[src/rtl/mult_div_unit.sv]
// mult_div_unit: sequential signed multiply/divide responder for the multicycle CPU.
// A one-cycle start pulse in IDLE latches op/src_a/src_b. MULT runs radix-2 Booth and
// DIV runs restoring division on magnitudes, one step per cycle for DATA_W cycles. One
// further RUN cycle applies sign fixes and loads hi_out/lo_out. done then pulses for one
// cycle in FINISH.
// Ports:
//   clock, reset        rising-edge clock, asynchronous active-high reset
//   start, op           request pulse (IDLE only); 0 = MULT, 1 = DIV (both signed)
//   src_a, src_b        multiplicand/dividend, multiplier/divisor
//   busy                high whenever the unit is not idle
//   done, div_zero      one-cycle result pulse; div_zero marks DIV by zero
//   hi_out, lo_out      MULT: product high/low; DIV: remainder/quotient
module mult_div_unit #(
  parameter int DATA_W = 32
) (
  input  logic              clock,
  input  logic              reset,
  input  logic              start,
  input  logic              op,
  input  logic [DATA_W-1:0] src_a,
  input  logic [DATA_W-1:0] src_b,
  output logic              busy,
  output logic              done,
  output logic              div_zero,
  output logic [DATA_W-1:0] hi_out,
  output logic [DATA_W-1:0] lo_out
);

  localparam int CNT_W = $clog2(DATA_W) + 1;

  typedef enum logic [1:0] {
    IDLE   = 2'd0,
    RUN    = 2'd1,
    FINISH = 2'd2
  } state_t;

  state_t            state;
  logic [CNT_W-1:0]  count;
  logic              is_div;
  // acc has one guard bit so Booth add/subtract of the most negative multiplicand
  // cannot overflow, and the restoring shift can hold up to 2*divisor-1.
  logic [DATA_W:0]   acc;
  logic [DATA_W-1:0] qreg;
  logic [DATA_W-1:0] mcand;
  logic              qm1;
  logic              neg_q;
  logic              neg_r;

  logic [DATA_W:0]   acc_next;
  logic [DATA_W-1:0] qreg_next;
  logic              qm1_next;
  logic [DATA_W:0]   booth_sum;
  logic [DATA_W:0]   rem_sh;
  logic [DATA_W:0]   trial;

  // Unsigned magnitude; the most negative value maps to itself, which is its
  // correct unsigned magnitude.
  function automatic logic [DATA_W-1:0] magnitude(input logic [DATA_W-1:0] v);
    return v[DATA_W-1] ? (-v) : v;
  endfunction

  // One Booth step or one restoring-division step, selected by the latched op.
  always_comb begin
    booth_sum = acc;
    rem_sh    = acc;
    trial     = acc;
    acc_next  = acc;
    qreg_next = qreg;
    qm1_next  = qm1;
    if (is_div) begin
      rem_sh = {acc[DATA_W-1:0], qreg[DATA_W-1]};
      trial  = rem_sh - {1'b0, mcand};
      if (trial[DATA_W]) begin
        acc_next  = rem_sh;
        qreg_next = {qreg[DATA_W-2:0], 1'b0};
      end else begin
        acc_next  = trial;
        qreg_next = {qreg[DATA_W-2:0], 1'b1};
      end
      qm1_next = 1'b0;
    end else begin
      case ({qreg[0], qm1})
        2'b01:   booth_sum = acc + {mcand[DATA_W-1], mcand};
        2'b10:   booth_sum = acc - {mcand[DATA_W-1], mcand};
        default: booth_sum = acc;
      endcase
      // Arithmetic right shift of {acc, qreg, qm1}.
      acc_next  = {booth_sum[DATA_W], booth_sum[DATA_W:1]};
      qreg_next = {booth_sum[0], qreg[DATA_W-1:1]};
      qm1_next  = qreg[0];
    end
  end

  // Control FSM, datapath registers and registered outputs.
  always_ff @(posedge clock or posedge reset) begin
    if (reset) begin
      state    <= IDLE;
      count    <= '0;
      is_div   <= 1'b0;
      acc      <= '0;
      qreg     <= '0;
      mcand    <= '0;
      qm1      <= 1'b0;
      neg_q    <= 1'b0;
      neg_r    <= 1'b0;
      busy     <= 1'b0;
      done     <= 1'b0;
      div_zero <= 1'b0;
      hi_out   <= '0;
      lo_out   <= '0;
    end else begin
      case (state)
        IDLE: begin
          done     <= 1'b0;
          div_zero <= 1'b0;
          if (start) begin
            is_div <= op;
            count  <= '0;
            acc    <= '0;
            qm1    <= 1'b0;
            busy   <= 1'b1;
            if (op) begin
              qreg  <= magnitude(src_a);
              mcand <= magnitude(src_b);
              neg_q <= src_a[DATA_W-1] ^ src_b[DATA_W-1];
              neg_r <= src_a[DATA_W-1];
              if (src_b == '0) begin
                // Divide by zero skips RUN; hi_out/lo_out keep their values.
                state    <= FINISH;
                done     <= 1'b1;
                div_zero <= 1'b1;
              end else begin
                state <= RUN;
              end
            end else begin
              qreg  <= src_b;
              mcand <= src_a;
              neg_q <= 1'b0;
              neg_r <= 1'b0;
              state <= RUN;
            end
          end else begin
            busy <= 1'b0;
          end
        end
        RUN: begin
          if (count == CNT_W'(DATA_W)) begin
            // All steps are done: apply sign fixes and publish the result.
            if (is_div) begin
              hi_out <= neg_r ? (-acc[DATA_W-1:0]) : acc[DATA_W-1:0];
              lo_out <= neg_q ? (-qreg) : qreg;
            end else begin
              hi_out <= acc[DATA_W-1:0];
              lo_out <= qreg;
            end
            state <= FINISH;
            done  <= 1'b1;
          end else begin
            acc   <= acc_next;
            qreg  <= qreg_next;
            qm1   <= qm1_next;
            count <= count + CNT_W'(1);
          end
        end
        FINISH: begin
          done     <= 1'b0;
          div_zero <= 1'b0;
          busy     <= 1'b0;
          state    <= IDLE;
        end
        default: begin
          done     <= 1'b0;
          div_zero <= 1'b0;
          busy     <= 1'b0;
          state    <= IDLE;
        end
      endcase
    end
  end

endmodule
[config.mk]
export PLATFORM = sky130hd
export DESIGN_NAME = mult_div_unit
export DESIGN_NICKNAME = d
export VERILOG_FILES = /design/src/rtl/mult_div_unit.sv
export SDC_FILE = /design/constraint.sdc
export NUM_CORES = 1
export LEC_CHECK = 0
export BUFFER_PORTS_ARGS = -buffer_cell sky130_fd_sc_hd__clkbuf_2
export CAP_MARGIN = 10
export CELL_PAD_IN_SITES_DETAIL_PLACEMENT = 0
export CELL_PAD_IN_SITES_GLOBAL_PLACEMENT = 2
export CORE_AREA = 10 10 236 238
export CTS_CLUSTER_SIZE = 20
export DETAILED_ROUTE_END_ITERATION = 8
export DIE_AREA = 0 0 246 248
export PLACE_DENSITY_LB_ADDON = 0.1
export SYNTH_ARGS = -nofsm -noshare
export SYNTH_HDL_FRONTEND = slang
export SYNTH_SLANG_ARGS = --single-unit
[constraint.sdc]
create_clock -name clock -period 5 [get_ports clock]
set_clock_uncertainty 0.15 [all_clocks]
set_input_delay 0.5 -clock clock [delete_from_list [all_inputs] [get_ports clock]]
set_output_delay 0.5 -clock clock [all_outputs]
set_load 0.02 [all_outputs]
# Word-level counts from Yosys, hierarchy flattened

Cells that the tools add are included.

$add $sub $neg: 8
Eq/ne operators: 7
Mux-type cells: 41
Bitwise logic cells: 1
Reduce and logical (&&, ||, !) cells: 7

Operators with widths:

| cell                                          | count |
|---|---|
| two-way mux 32 bit                            | 11 |
| two-way mux 33 bit                            | 4 |
| case mux 33 bit (2 select lines)              | 2 |
| negator 32 bit                                | 4 |
| case mux 32 bit (2 select lines)              | 1 |
| adder 33 bit                                  | 1 |
| subtractor 33 x 32 -> 33 bit                  | 1 |
| subtractor 33 bit                             | 1 |
| logical NOT 32 bit                            | 1 |
| two-way mux 6 bit                             | 2 |
| case mux 6 bit (2 select lines)               | 1 |
| two-way mux 1 bit                             | 11 |
| two-way mux 2 bit                             | 4 |
| case mux 1 bit (2 select lines)               | 4 |
| adder 6 x 1 -> 6 bit, second input constant   | 1 |
| == test 6 bit, second input constant          | 1 |
| != test 2 bit, second input constant          | 3 |
| AND reduction 2 bit                           | 3 |
| == test 2 x 1 -> 1 bit, second input constant | 2 |
| case mux 2 bit (2 select lines)               | 1 |
| AND reduction 3 bit                           | 1 |
| == test 2 bit, second input constant          | 1 |
| logical NOT 2 bit                             | 1 |
| nonzero test 2 bit                            | 1 |
| XOR 1 bit                                     | 1 |

Register bits: 176
Input port bits: 68
Output and inout bits: 67
Word-level logic and storage cells: 78

# Longest topological paths before layout

Gate-level depths: netlist (run 1).

Depth after elaboration: 5
Depth in mapped cells: 20

# Worst setup path before layout (run 1)

OpenSTA, ideal clock, no wires.

Kind: flip-flop to flip-flop
From: reg qreg[31]
To: reg acc[14]
Arrival: 4.230 ns
Required time: 4.728 ns
Slack: 0.498 ns
Cell stages (with the launch flop): 19
Period minus slack after synthesis: 4.502 ns
Cell sequence: dfrtp_1 > inv_1 > ha_1 > inv_1 > fa_1 > a211oi_2 > o21ai_0 > a2111oi_2 > o31ai_1 > o221a_2 > or2_1 > a21oi_1 > o21ai_0 > ha_1 > clkbuf_1 > buf_1 > mux2i_1 > nand2_1 > a32o_1

Cells in the longest elaborated chain, start to end: 5

RTL lines:

| item                             | line | text |
|---|---|---|
| from (decl)                      | 43   | `logic [DATA_W-1:0] qreg;` |
| from (signal assigned)           | 123  | `qreg <= magnitude(src_a);` |
| from (signal assigned)           | 136  | `qreg <= src_b;` |
| from (signal assigned)           | 160  | `qreg <= qreg_next;` |
| subtractor 33 x 32 -> 33 bit     | 72   | `trial = rem_sh - {1'b0, mcand};` |
| two-way mux 33 bit               | 73   | `if (trial[DATA_W]) begin` |
| two-way mux 33 bit               | 70   | `if (is_div) begin` |
| two-way mux 33 bit               | 147  | `if (count == CNT_W'(DATA_W)) begin` |
| case mux 33 bit (2 select lines) | 112  | `case (state)` |
| to (signal assigned)             | 159  | `acc <= acc_next;` |
| to (decl)                        | 42   | `logic [DATA_W:0] acc;` |

Every way passes these cells. The select of a mux whose other input is x is not followed.
A chain may end at the register's enable or synchronous reset.

# Worst setup path in the final report (run 1)

From: reg mcand[5]
To: reg acc[31]

Cells in the longest elaborated chain, start to end: 5

RTL lines:

| item                                                                   | line   | text |
|---|---|---|
| from (decl)                                                            | 44     | `logic [DATA_W-1:0] mcand;` |
| from (signal assigned)                                                 | 124    | `mcand <= magnitude(src_b);` |
| from (signal assigned)                                                 | 137    | `mcand <= src_a;` |
| subtractor 33 bit, or another cell as far along                        | 84     | `2'b10: booth_sum = acc - {mcand[DATA_W-1], mcand};` |
| case mux 33 bit (2 select lines) or two-way mux 33 bit (tied branches) | 82, 73 |  |
| two-way mux 33 bit (*)                                                 | 70     |  |
| two-way mux 33 bit (*)                                                 | 147    |  |
| case mux 33 bit (2 select lines) (*)                                   | 112    |  |

Mark *: on every way between the ends. The rest lies on a longest branch, timed or not. The select of a mux whose other input is x is not followed.

==> out/results.ini, run 1 <==
[routing]
drc=0
dr.pass1.iters=5
vias=14500
wl_per_cell_um=22.5
vias_per_cell=5.39
totalWireLength_um=60400
drt_iter0_drc=1103
antenna_left=0

[power_and_ir_drop]
p_seq_share_pct=18.9
p_switching_mw=8.32
ir_drop_mv=0.293
powerDensity_nw_per_um2=892
pwr-share-clk_pct=9.3
power.internal_mw=7.08
switching_share_pct=54.0
leakage_nw=7.48
p_comb_share_pct=71.7

[logic_synthesis]
synthCells=1903
synth_top_family_by_area=compound AO/OA/AOI/OAI gates
synth_flop_cell=dfrtp_1
synth_common_cells=nand2_1 (242), o21ai_0 (228), dfrtp_1 (176)
synth_edf_count=0
synthAdderAreaFrac_pct=6.32
ys_types=84
async_flop_share_pct=100
synth-seq-cells=176
yosys.area_share.simple_pct=17.5
syn_area_um2=15100
synthMuxAreaShare_pct=3.61
yosysMostFrequentCell=nand2_1
synth_compound_area_share_pct=27.1
synth_area_leaders=dfrtp_1 (29%), o21ai_0 (7.6%), xor2_1 (6.6%)
synth_top_area_share_pct=29.2
synth_nets=2046
synth_top_cell_by_area=dfrtp_1
yosysSeqAreaShare_pct=29.2
avgSynthCellArea_um2=7.93
yosys_warnings=0
synth_xor_area_share_pct=11.5

[clock_tree]
clkTransAtPathRegs_ps=80
clock_path_buffers=2
cts_tree=done
htreeDepth=4
cts_made_buffers=17
postCtsSetupBuffers=0
cts_sinks=176
root_buffer=clkbuf_16
clk_latency_ps=490

[timing]
fin_ws_ps=359
worstMarginPinSlew_ps=1090
finalSetupTns_ps=0
finalHoldWorstSlack_ps=239
final.period_utilization_pct=92.8
slew_headroom_pct=26.5
drv_slew=0
setup_viol=0
period_minus_slack_ps=4640
fmax_ghz=0.215
hold_violations=0
rsz0062_at_grt=false

[status]
status=complete, no violations

[worst_setup_path]
cp.arrival_ps=4840
rr_worst_depth=18
cp-start-kind=flip-flop
cp.depth=18
reg2reg_to=acc[31]
cpMaxStageDelayCell=dfrtp_1
crit_required_ps=5200
path_buf_inv=1
r2r_slack_ps=360
cpLargestDelayFamily=compound AO/OA/AOI/OAI gates
cp-end-kind=flip-flop
crit_chain=nor4_2 > buf_4 > and3_1 > and3_1 > and2_1 > and3_1 > a21oi_1 > xnor2_1 > ha_1 > a21o_1 > a21o_1 > a21o_1 > a221o_1 > a21oi_1 > o31a_1 > mux2i_1 > xnor2_1 > o221ai_1
crit_fanout=7
crit_type=reg2reg
r2r-start=mcand[5]
max_stage_delay_ps=410

[place]
gp_congestion=0.880
dp_hpwl_um=46800
dp_slack_ps=292
placedCellCount=2652
port-buffer-count=134

[min_path]
min_from=src_a[1]
hold_end=mcand[1]
hold_path_class=in2reg
hold_depth=3

[floorplanning]
pin_count=135
core_region_area_um2=51000
die_y_um=248
dieArea_um2=61000
start_util_pct=29.6
fp.dieW_um=246
rows=83

[finish]
fin_util_pct=33.9
nNetsFinal=2135
n_fill_cell=5426
final_cells=2686
syn_to_final_growth_pct=14.4
drive_gt1_share_pct=13.3

[grt]
grt_pass1_wl_um=90800
grt_max_degree=122
grt_pass1_vias=14000
antenna_found_initial=3
track_usage_pct=19.6
overflow=0

[run]
maxCapViolCount=0

==> power by group through the flow <==
stage	combinational [mW]	clock, mW	sequential [mW]
final	11.1	1.44	2.92
after CTS	11.1	1.49	2.92
after detailed placement	11.0	0	2.95
after global routing	12.3	1.54	3.03
after global placement	11.0	0	2.93
after floorplan	7.45	0	2.92
==> routing by layer <==
metal / global-route usage, % / routed length (um) / vias to the layer above / part of all wire (%)
li1: - / - / 7063 / -
met1: 27.3 / 29300 / 7074 / 49
met2: 30.1 / 27200 / 268 / 45
met3: 3.56 / 2540 / 63 / 4.2
met4: 6.10 / 1250 / 4 / 2.1
met5: 0 / 23 / - / 0.038
==> flip-flops by register name, summed over array words and instances, names as in the netlist <==
register,flops
is_div,1
state,2
mcand,32
busy,1
div_zero,1
neg_q,1
acc,33
neg_r,1
qreg,32
lo_out,32
qm1,1
hi_out,32
count,6
done,1
==> layout by cell type (no fill, tap or decap), types with 5 or more instances in the layout <==
| master | n |
|---|---|
| a211o_1 | 6 |
| a211oi_1 | 25 |
| a21o_1 | 29 |
| a21oi_1 | 139 |
| a221o_1 | 6 |
| a31oi_1 | 21 |
| a32o_1 | 5 |
| a41oi_1 | 6 |
| and2_1 | 12 |
| and3_1 | 10 |
| buf_4 | 55 |
| clkbuf_16 | 17 |
| clkbuf_2 | 133 |
| dfrtp_1 | 175 |
| ha_1 | 73 |
| inv_1 | 64 |
| inv_8 | 5 |
| mux2i_1 | 51 |
| nand2_1 | 241 |
| nand2b_1 | 14 |
| nand3_1 | 38 |
| nand4_1 | 9 |
| nor2_1 | 115 |
| nor2b_1 | 9 |
| nor3_1 | 40 |
| nor4_1 | 13 |
| o211ai_1 | 48 |
| o21a_1 | 12 |
| o21ai_0 | 228 |
| o21bai_1 | 10 |
| o31ai_1 | 37 |
| o41ai_1 | 17 |
| or2_2 | 6 |
| or3_1 | 12 |
| or4_1 | 10 |
| xnor2_1 | 85 |
| xor2_1 | 114 |
==> cell type report <==
cell class | count | area [um^2] | share of cell area [%]
multi-input combinational | 1539 | 10000 | 58.0
clock buffer | 19 | 443 | 2.56
tap | 680 | 851 | 4.93
timing repair buffer | 191 | 1130 | 6.53
antenna | 1 | 2.50 | 0.0145
sequential | 176 | 4410 | 25.5
inverter | 67 | 255 | 1.48
clock inverter | 13 | 163 | 0.942
==> how the worst max path moves through the flow <==
| stage | from | endpoint | slack, ps |
|---|---|---|---|
| 2_1_floorplan | qreg[31] | acc[14] | 500 |
| 3_3_place_gp | qreg[31] | acc[29] | 370 |
| 3_5_place_dp | qreg[31] | acc[29] | 290 |
| 4_1_cts | qreg[31] | acc[30] | 240 |
| 5_1_grt | mcand[2] | acc[31] | 40 |
| 6_report | mcand[5] | acc[31] | 360 |
==> metrics by stage <==
| stage | instance area, um^2 | total power [mW] |
|---|---|---|
| 2_1_floorplan | 15100 | 10.4 |
| 3_3_place_gp | 16600 | 14.0 |
| 3_5_place_dp | 16600 | 14.0 |
| 4_1_cts | 17300 | 15.5 |
| 5_1_grt | 17300 | 16.9 |
| 6_report | 17300 | 15.4 |
==> worst min-delay path: stages <==
cell and delay (ps):
clkbuf_2 140, o211ai_1 120, o21ai_0 80
==> what timing repair did <==
action	in CTS	in global routing
resized for setup	0	1
hold endpoints to repair	1	0
hold buffers	1	0
setup endpoints to repair	0	19
==> logic make-up (layout without fill, tap and decap cells) <==
group | after synthesis | count (layout)
AOI/OAI and AO/OA | 648 | 648
and+or+nand+nor | 563 | 563
xor gates and xnor gates | 199 | 199
buffers and inverters | 188 | 290
DFF | 176 | 176
adders and majority gates | 75 | 75
muxes | 54 | 54
other | 0 | 1
Power figures use the tool's default switching activity.
==> run 2, diff against run 1 <==
--- a/config.mk
+++ b/config.mk
@@ -13,7 +13,7 @@
 export CTS_CLUSTER_SIZE = 20
 export DETAILED_ROUTE_END_ITERATION = 8
 export DIE_AREA = 0 0 246 248
-export PLACE_DENSITY_LB_ADDON = 0.1
+export PLACE_DENSITY = 0.74
 export SYNTH_ARGS = -nofsm -noshare
 export SYNTH_HDL_FRONTEND = slang
 export SYNTH_SLANG_ARGS = --single-unit
==> run 2 against run 1 <==
  * Critical path type unchanged
  * Flip-flop and latch count did not move
  * Largest power group unchanged
  * Clock power hardly changed
  * Register-to-register slack improved by 30 ps
  * Fmax increased by 0.59%
  * Non-clock buffer count down 18
  * Largest cell class unchanged
  * Die area is the same
  * Core utilization is 0.28 points lower
  * Hold slack worse by 190 ps
  * Via count up 0.47%
  * Count of clock-buffer cells in the layout fell by 1
  * Critical endpoint is now acc[29]
  * Global-route usage fell by 1.1 points
==> out/results.ini, run 2 (same netlist as run 1, synthesis figures left out) <==
[place]
port-buffer-count=134  ; unchanged
gp_congestion=0.889  ; was 0.880
dp_hpwl_um=43200  ; was 46800 um
placedCellCount=2635  ; was 2652

[finish]
regArea_um2=4410  ; unchanged
multi_input_area_um2=10000  ; about the same
nNetsFinal=2117  ; was 2135
final_cells=2667  ; was 2686
syn_to_final_growth_pct=13.5  ; was 14.4%
regMostFlops=acc  ; unchanged
largest_reg_flops=33  ; unchanged
drive_gt1_share_pct=12.5  ; was 13.3%
antenna_cells=0  ; was 1
final_common_cell=nand2_1  ; unchanged
final_cell_mix=nand2_1 (241), o21ai_0 (228), dfrtp_1 (175)  ; unchanged
n_fill_cell=5393  ; was 5426

[timing]
rsz0062_at_grt=false  ; unchanged
hold_violations=0  ; unchanged
fmax_ghz=0.217  ; was 0.215 GHz
setup_viol=0  ; unchanged
finalSetupTns_ps=0  ; unchanged
slew_headroom_pct=23.9  ; was 26.5%
final.period_utilization_pct=92.3  ; was 92.8%
period_minus_slack_ps=4610  ; was 4640 ps
drv_slew=0  ; unchanged
worstMarginPinSlew_ps=1140  ; was 1090 ps

[routing]
dr.pass1.iters=5  ; unchanged
wl_per_cell_um=21.2  ; was 22.5 um
totalWireLength_um=56600  ; was 60400 um
vias=14500  ; about the same
vias_per_cell=5.45  ; was 5.39
drc=0  ; unchanged
drt_iter0_drc=1181  ; was 1103
antenna_left=0  ; unchanged

[power_and_ir_drop]
ir_drop_mv=0.372  ; was 0.293 mV
p_seq_share_pct=19.6  ; was 18.9%
power.internal_mw=7.03  ; was 7.08 mW
pwr-share-clk_pct=9.6  ; was 9.3%
switching_share_pct=53.6  ; was 54.0%
p_switching_mw=8.13  ; was 8.32 mW
p_comb_share_pct=70.8  ; was 71.7%
leakage_nw=7.40  ; was 7.48 nW
powerDensity_nw_per_um2=885  ; was 892 nW/um^2

[worst_setup_path]
cp-end-kind=flip-flop  ; unchanged
crit_required_ps=5220  ; was 5200 ps
cpMaxStageDelayCell=a2111oi_2  ; was dfrtp_1
max_stage_delay_ps=450  ; was 410 ps
crit_fanout=35  ; was 7
r2r_slack_ps=390  ; was 360 ps
cp.arrival_ps=4830  ; was 4840 ps
crit_type=reg2reg  ; unchanged
cp-start-kind=flip-flop  ; unchanged
crit_chain=inv_1 > ha_1 > inv_1 > fa_1 > a211oi_2 > o21ai_0 > a2111oi_2 > o31ai_1 > o221a_2 > or2_1 > a21oi_1 > o21ai_0 > ha_1 > buf_12 > nand2_1 > or3_1 > mux2i_1 > o31ai_1  ; was nor4_2 > buf_4 > and3_1 > and3_1 > and2_1 > and3_1 > a21oi_1 > xnor2_1 > ha_1 > a21o_1 > a21o_1 > a21o_1 > a221o_1 > a21oi_1 > o31a_1 > mux2i_1 > xnor2_1 > o221ai_1

[clock_tree]
cts_tree=done  ; unchanged
htreeDepth=4  ; unchanged
clock_path_buffers=2  ; unchanged
postCtsSetupBuffers=0  ; unchanged
root_buffer=clkbuf_16  ; unchanged
clk_latency_ps=500  ; was 490 ps
cts_sinks=176  ; unchanged
clkTransAtPathRegs_ps=70  ; was 80 ps
cts_made_buffers=17  ; unchanged

[grt]
grt_use_met2_pct=27.0  ; was 30.1%
grt_max_degree=129  ; was 122
track_usage_pct=18.5  ; was 19.6%
grt_pass1_wl_um=86300  ; was 90800 um
grtUsageMet3_pct=4.69  ; was 3.56%
top_usage_layer=met2  ; unchanged
grtUsageMet1_pct=26.4  ; was 27.3%
overflow=0  ; unchanged
antenna_found_initial=2  ; was 3
grt_pass1_vias=13800  ; was 14000

[floorplanning]
core_region_area_um2=51000  ; unchanged
fp.dieW_um=246  ; unchanged
die_y_um=248  ; unchanged
start_util_pct=29.6  ; unchanged
rows=83  ; unchanged
dieArea_um2=61000  ; unchanged
pin_count=135  ; unchanged

[status]
status=complete, no violations  ; unchanged

[min_path]
hold_path_class=in2async  ; was in2reg

[run]
maxCapViolCount=0  ; unchanged

run 2: timing repair:
action,CTS,global route
hold endpoints to repair,0,0
gates resized for setup,0,1
hold buffers,0,0
endpoints found under the setup margin,0,1
run 2: metrics by stage:
step                      utilization [%]  setup WS [ps]  hold slack, ps  total power [mW]  area, um^2
after global placement               32.4            395             310              13.6       16500
after CTS                            33.6            329            78.1              15.1       17100
after detailed placement             32.4            354             318              13.6       16500
after global routing                 33.6           53.9            93.4              16.5       17100
after floorplan                         -            498             293              10.4       15100
final                                33.6            387            44.2              15.2       17100
run 2: area by class of cell:
class / count / area share [%]
sequential: 176 / 25.7
clock inverter: 14 / 1.04
timing repair buffer: 173 / 5.86
inverter: 67 / 1.49
clock buffer: 18 / 2.51
tap: 680 / 4.97
multi-input combinational: 1539 / 58.4
run 2: final timing paths:
kind                         endpoint       start  depth (start not counted)
setup / recovery              acc[29]    qreg[31]                         18
hold / removal              lo_out[2]       reset                          3
setup reg to reg              acc[29]    qreg[31]                         18
hold reg to reg            hi_out[25]  hi_out[25]                          2
max in group asynchronous      is_div       reset                          3
min in group clock           qreg[15]   src_b[15]                          3
run 2: critical path: cells and delay by family, from the launching register on:
| kind | cells | cell delay (ps) |
|---|---|---|
| AOI/OAI and AO/OA | 8 | 1750 |
| muxes | 1 | 150 |
| buffers and inverters | 3 | 370 |
| adders and majority gates | 3 | 960 |
| DFF | 1 | 370 |
| and+or+nand+nor | 3 | 730 |
run 2: power groups by stage:
stage | Combinational, mW | Sequential (mW) | Clock [mW]
floorplan | 7.45 | 2.92 | 0
global placement | 10.6 | 2.97 | 0
detailed placement | 10.6 | 3.00 | 0
CTS | 10.7 | 2.97 | 1.51
global route | 11.9 | 3.09 | 1.56
finish | 10.7 | 2.97 | 1.46
run 2: metal layers:
layer | routed length [um] | vias up | share of wire, %
li1 | - | 7040 | -
met1 | 27900 | 7051 | 49
met2 | 24300 | 400 | 43
met3 | 3470 | 45 | 6.1
met4 | 940 | 4 | 1.7
met5 | 34 | - | 0.060
